--- src/rtl/gerenciador_atributos.sv ---
`default_nettype none
// ============================================================================
// gerenciador_atributos : step-timed decay/recovery of fome, felicidade, sono
// Rev 1.0
// ============================================================================
module gerenciador_atributos #(
    parameter int         PASSO_CICLOS  = 50_000_000,
    parameter logic [7:0] GANHO         = 8'd16,
    parameter logic [7:0] VALOR_INICIAL = 8'd200
) (
    input  logic       clk,
    input  logic       rst,
    input  logic [3:0] estado,
    output logic [7:0] fome,
    output logic [7:0] felicidade,
    output logic [7:0] sono,
    output logic       passo
);

    localparam int          c_CW      = (PASSO_CICLOS > 1) ? $clog2(PASSO_CICLOS) : 1;
    localparam logic [c_CW-1:0] c_ULTIMO = c_CW'(PASSO_CICLOS - 1);

    localparam logic [3:0] c_IDLE       = 4'b0000;
    localparam logic [3:0] c_DORMINDO   = 4'b0001;
    localparam logic [3:0] c_COMENDO    = 4'b0010;
    localparam logic [3:0] c_DANDO_AULA = 4'b0100;
    localparam logic [3:0] c_MORTO      = 4'b1000;

    logic [c_CW-1:0] cont_q, cont_d;
    logic [7:0]      fome_q, fome_d;
    logic [7:0]      feli_q, feli_d;
    logic [7:0]      sono_q, sono_d;
    logic            passo_q;
    logic            w_step;
    logic            w_congelado;

    function automatic logic [7:0] f_somar(input logic [7:0] a, input logic [7:0] b);
        logic [8:0] s;
        s = {1'b0, a} + {1'b0, b};
        return s[8] ? 8'hFF : s[7:0];
    endfunction

    // Borrow out of the 9-bit difference means the true result is negative.
    function automatic logic [7:0] f_subtrair(input logic [7:0] a, input logic [7:0] b);
        logic [8:0] d;
        d = {1'b0, a} - {1'b0, b};
        return d[8] ? 8'h00 : d[7:0];
    endfunction

    assign w_step      = (cont_q == c_ULTIMO);
    assign w_congelado = (fome_q == 8'd0) || (feli_q == 8'd0) || (sono_q == 8'd0);

    always_comb begin
        cont_d = w_step ? '0 : cont_q + 1'b1;
    end

    always_comb begin
        fome_d = fome_q;
        feli_d = feli_q;
        sono_d = sono_q;
        if (w_step && !w_congelado) begin
            case (estado)
                c_MORTO: begin
                end
                c_COMENDO: begin
                    fome_d = f_somar(fome_q, GANHO);
                    sono_d = f_subtrair(sono_q, 8'd1);
                    feli_d = f_subtrair(feli_q, 8'd1);
                end
                c_DORMINDO: begin
                    sono_d = f_somar(sono_q, GANHO);
                    fome_d = f_subtrair(fome_q, 8'd1);
                end
                c_DANDO_AULA: begin
                    feli_d = f_somar(feli_q, GANHO);
                    fome_d = f_subtrair(fome_q, 8'd2);
                    sono_d = f_subtrair(sono_q, 8'd2);
                end
                c_IDLE: begin
                    fome_d = f_subtrair(fome_q, 8'd1);
                    sono_d = f_subtrair(sono_q, 8'd1);
                    feli_d = f_subtrair(feli_q, 8'd1);
                end
                default: begin
                    fome_d = f_subtrair(fome_q, 8'd1);
                    sono_d = f_subtrair(sono_q, 8'd1);
                    feli_d = f_subtrair(feli_q, 8'd1);
                end
            endcase
        end
    end

    always_ff @(posedge clk) begin
        if (rst) begin
            cont_q  <= '0;
            fome_q  <= VALOR_INICIAL;
            feli_q  <= VALOR_INICIAL;
            sono_q  <= VALOR_INICIAL;
            passo_q <= 1'b0;
        end else begin
            cont_q  <= cont_d;
            fome_q  <= fome_d;
            feli_q  <= feli_d;
            sono_q  <= sono_d;
            passo_q <= w_step;
        end
    end

    assign fome       = fome_q;
    assign felicidade = feli_q;
    assign sono       = sono_q;
    assign passo      = passo_q;

endmodule
`default_nettype wire

--- config.mk ---
export PLATFORM = sky130hd
export DESIGN_NAME = gerenciador_atributos
export DESIGN_NICKNAME = d
export VERILOG_FILES = /design/src/rtl/gerenciador_atributos.sv
export SDC_FILE = /design/constraint.sdc
export NUM_CORES = 1
export LEC_CHECK = 0
export ABC_AREA = 0
export ABC_CLOCK_PERIOD_IN_PS = 4050
export BUFFER_PORTS_ARGS = -buffer_cell sky130_fd_sc_hd__buf_2
export CAP_MARGIN = 30
export CORE_UTILIZATION = 25
export DETAILED_ROUTE_END_ITERATION = 8
export GPL_TIMING_DRIVEN = 0
export PLACE_DENSITY = 0.48
export SYNTH_ARGS = -nofsm -noshare
export SYNTH_HDL_FRONTEND = slang
export SYNTH_SLANG_ARGS = --single-unit
--- constraint.sdc ---
create_clock -name clk -period 4.05 [get_ports clk]
set_input_delay 0.405 -clock clk [delete_from_list [all_inputs] [get_ports clk]]
set_output_delay 0.405 -clock clk [all_outputs]
set_load 0.05 [all_outputs]
Word level (Yosys, flattened, before mapping)
Index checks and enable logic that the tools add are counted.
{"block": "totals", "inputBits": 6, "latch_bits": 0, "ff_bits": 51, "mem_count": 0, "romBits": 0, "mem_bits_rw": 0}
{"block": "op_classes", "div": 0, "multipliers": 0, "n_eq_ne": 5, "addsub": 9, "shifts": 0, "bitwise_logic": 2, "reduce_logical": 11, "mux": 11, "n_lt_le_gt_ge": 0}
{"op": "two-way mux 8 bit", "count": 8}
{"op": "one-hot mux 8 bit (3 select lines)", "count": 2}
{"op": "adder 8 x 5 -> 9 bit (second input constant)", "count": 3}
{"op": "subtractor 8 x 1 -> 9 bit (second input constant)", "count": 3}
{"op": "adder 26 x 1 -> 26 bit (second input constant)", "count": 1}
{"op": "== test 26 bit (second input constant)", "count": 1}
{"op": "logical NOT 8 bit", "count": 3}
{"op": "subtractor 8 x 2 -> 9 bit (second input constant)", "count": 2}
{"op": "one-hot mux 8 bit (2 select lines)", "count": 1}
{"op": "== test 4 x 1 -> 1 bit (second input constant)", "count": 1}
{"op": "== test 4 x 2 -> 1 bit (second input constant)", "count": 1}
{"op": "== test 4 x 3 -> 1 bit (second input constant)", "count": 1}
{"op": "== test 4 bit (second input constant)", "count": 1}
{"op": "AND reduction 2 bit", "count": 2}
{"op": "OR reduction 2 bit", "count": 2}
{"op": "logical OR 1 bit", "count": 2}
{"op": "NOT 1 bit", "count": 2}
{"op": "logical AND 1 bit", "count": 1}
{"op": "logical NOT 1 bit", "count": 1}

Logic depth before layout (Yosys ltp)
{"block": "logic_depth", "word_depth": 6, "depth_mapped": 8, "mapped_depth_nobuf": 7}

Least setup slack after synthesis
OpenSTA, ideal clock, no wires.
{"block": "synth_timing", "path_kind": "register to register", "startpoint": "reg feli_q[4], in the netlist felicidade[4]", "endpoint": "reg feli_q[3], in the netlist felicidade[3]", "slack_ns": 1.589, "synth_period_minus_slack_ns": 2.461, "t_arrival_ns": 2.332, "path_stages_with_launch": 8, "path_cell_list": "dfxtp_1 -> inv_1 -> ha_1 -> nor4bb_1 -> a32oi_1 -> nand4_1 -> o41ai_1 -> o21ai_1"}
{"block": "synth_via", "elab_chain_cells": 6, "elab_cells_between_ends": 11, "cone_classes": "add/sub (2); mux (3); reduce/logical (6)"}
{"item": "from (decl)", "line_no": "31", "text": "logic [7:0] feli_q, feli_d;"}
{"item": "from (signal assigned)", "line_no": "103", "text": "feli_q <= feli_d;"}
{"item": "parallel branches: the longest is 6 deep, another holds subtractor 8 x 1 -> 9 bit"}
Several ways; the timed one is not identified.
A chain may end at the register's enable or synchronous reset.

Final worst setup path
{"block": "layout_timing", "startpoint": "reg cont_q[0]", "endpoint": "reg feli_q[3], in the netlist felicidade[3]"}
{"block": "layout_via", "elab_chain_cells": 3}
{"item": "from (decl)", "line_no": "29", "text": "logic [c_CW-1:0] cont_q, cont_d;"}
{"item": "from (signal assigned)", "line_no": "101", "text": "cont_q <= cont_d;"}
{"item": "== test 26 bit", "line_no": "50", "text": "assign w_step = (cont_q == c_ULTIMO);"}
{"item": "logical AND 1 bit", "line_no": "61", "text": "if (w_step && !w_congelado) begin"}
{"item": "AND reduction 2 bit (no line)"}
Every way passes these cells.

==> impl_metrics.yaml <==
sta:
  setup_viol: 0
  tightest_slew_ns: 0.939
  min_period_ns: 2.76
  hold_viol: 0
  relSlewSlack_pct: 36.9
  max_freq_mhz: 362
  tns_ns: 0
  drv_slew: 0
  fin_crit_sh_pct: 68.2
  finClkSkew_ns: 0.00813
  rsz0062_at_grt: "false"
  worst_slack_ns: 1.29
global_routing:
  grt_start_max_net_pins: 17
  grt_pass1_wl_um: 17000
  overflow: 0
  grt_pass1_vias: 3331
  antenna_found_initial: 0
  track_usage_pct: 14.5
layout:
  drive_above_1_share_pct: 14.2
  final_util_pct: 29.4
  nFillCells: 1526
  nNetsFinal: 503
  antennaDiodeCount: 0
  syn_to_final_growth_pct: 14.8
pwr:
  ir_drop_mv: 0.169
  power_uw: 1020
  p_leak_uw: 0.00135
  p_per_area_nw_per_um2: 251
die:
  dieArea_um2: 14700
  die_w_um: 121
  core.rowCount: 43
  core-area_um2: 13900
  chipHeight_um: 121
  initial_core_util_pct: 25.6
  ios: 31
worst_setup_path:
  required_ns: 4.22
  slowest_delay_ns: 0.62
  r2r-start: "cont_q[0]"
  crit_type: "flop to flop"
  cp_max_fo: 10
  reg2reg_to: "felicidade[3]"
  crit_path_end_kind: "flop"
  cp.arrival_ns: 2.93
  cp_slowest_cell: "nand4_1"
  ff2ff_path_depth: 6
  r2r_slack_ns: 1.29
  cp_cell_sequence: "ha_1 -> nand3_1 -> nor3_1 -> nand4_1 -> o41ai_1 -> o21ai_1"
  startpoint_type: "flop"
min_path:
  whs_path_depth: 1
  min_to: "cont_q[0]"
  min-delay-start: "cont_q[0]"
  hp-class: "flop to flop"
route:
  drc: 0
  drt_iter0_markers: 249
  ant_nets: 0
  vias_per_cell: 5.25
  vias: 3466
  drt_pass1_iterations: 4
  avgRoutedWirePerCell_um: 15.3
  wl_um: 10100
clocking:
  post_cts_buffers: 0
  hold_buffers: 0
  cts-root-buf: "clkbuf_16"
  clk_pin_slew_ns: 0.07
  cts_sinks: 51
  cts_tree: "built"
  clkLatencyLatePin_ns: 0.30
  numCtsBuffers: 5
  cts_resized: 0
  cts_buffer_depth: 2
  htreeDepth: 2
logic_synthesis:
  synthesis.area_um2: 3560
  synth_edf_count: 0
  ys_types: 68
  synth_area_per_cell_um2: 8.05
  synth_area_leaders: "dfxtp_1 29%, ha_1 6.3%, nor2_1 5.1%"
  netlist_instances: 442
  ys_ff_latch: 51
  synthTopCellsByCount: "51 x dfxtp_1, 48 x nor2_1, 29 x a21oi_1, 29 x nor3_1, 28 x inv_1"
  ys_seq_area_share_pct: 28.7
  netlist.area_leader.share_pct: 28.7
  yosysWarnings: 0
  synth_top_cell_by_area: "dfxtp_1"
  yosysMostFrequentCell: "dfxtp_1"
  synth_nets: 466
  synthArstFlopShare_pct: 0
  synthFlopType: "dfxtp_1"
outcome:
  status: "finished clean"
placed_design:
  portBuffers: 28
  dp_hpwl_um: 7420
  preCtsSetupSlack_ns: 1.35
  place.gp.congestion: 0.816
flow_run:
  cap_violations: 0
## layout by cell type (no fill, tap or decap), types with 9 or more instances in the layout
master and instances:
inv_1 28, a31oi_1 9, a21oi_1 29, nand2_1 26, nand3_1 14, clkbuf_1 12, o21ai_0 15, buf_2 36
ha_1 18, nor2_1 48, xnor2_1 20, xor2_1 9, dfxtp_1 51, a211oi_1 11, nor3_1 29
## worst max-delay path by stage
stage	end	cells after the start	from
after global routing	fome[4]	6	cont_q[0]
after global placement	fome[4]	6	cont_q[0]
after floorplan	felicidade[3]	7	felicidade[4]
final	felicidade[3]	6	cont_q[0]
after CTS	felicidade[3]	6	cont_q[0]
after detailed placement	felicidade[3]	6	cont_q[0]
## per-stage QoR
step | instances | cell area, um^2 | hold WS [ns]
floorplan | 442 | 3560 | 0.430
global placement | 650 | 3920 | 0.444
detailed placement | 652 | 3940 | 0.451
CTS | 660 | 4080 | 0.468
global route | 660 | 4080 | 0.500
finish | 660 | 4080 | 0.463
## state kept, by name, summed over array words and instances (netlist names)
| name | count |
|---|---|
| passo | 1 |
| felicidade | 8 |
| cont_q | 26 |
| sono | 8 |
| fome | 8 |
## power by group
part           total, uW  switching [uW]  leakage (uW)  internal [uW]
Combinational       68.1            46.0      0.000863           22.1
Clock                445             213     0.0000710            233
Sequential           511            6.44      0.000412            505
Total               1020             265       0.00135            760
## cell type report
cell class,instances,area (um^2),share of cell area [%]
clock buffers,6,129,3.16
flip-flops and latches,51,1020,25.0
plain buffers,21,106,2.60
clock inverters,2,17.5,0.429
inverters,28,105,2.57
multi-input cells,342,2320,56.9
repair buffers,30,155,3.80
well taps,180,225,5.51
## metal layers
metal	vias to the layer above	part of all wire, %	track usage (%)
met2	55	49	24.8
met5	-	0	0
met1	1681	47	18.5
met3	11	2.9	2.54
met4	0	1.1	3.78
li1	1719	-	-
## cells by family after synthesis
logic type / synth area share [%]
and+or+nand+nor: 27.9
AOI/OAI and AO/OA: 24.0
DFF: 28.7
buffers and inverters: 5.94
xor gates and xnor gates: 7.14
adders and majority gates: 6.33
## critical path, delay by kind of cell, from the launching register on
| kind | cells | cell delay, ns |
|---|---|---|
| simple gates | 3 | 1.40 |
| flops | 1 | 0.37 |
| fa+ha+maj | 1 | 0.20 |
| compound gates | 2 | 0.66 |
Power figures use the tool's default switching activity.
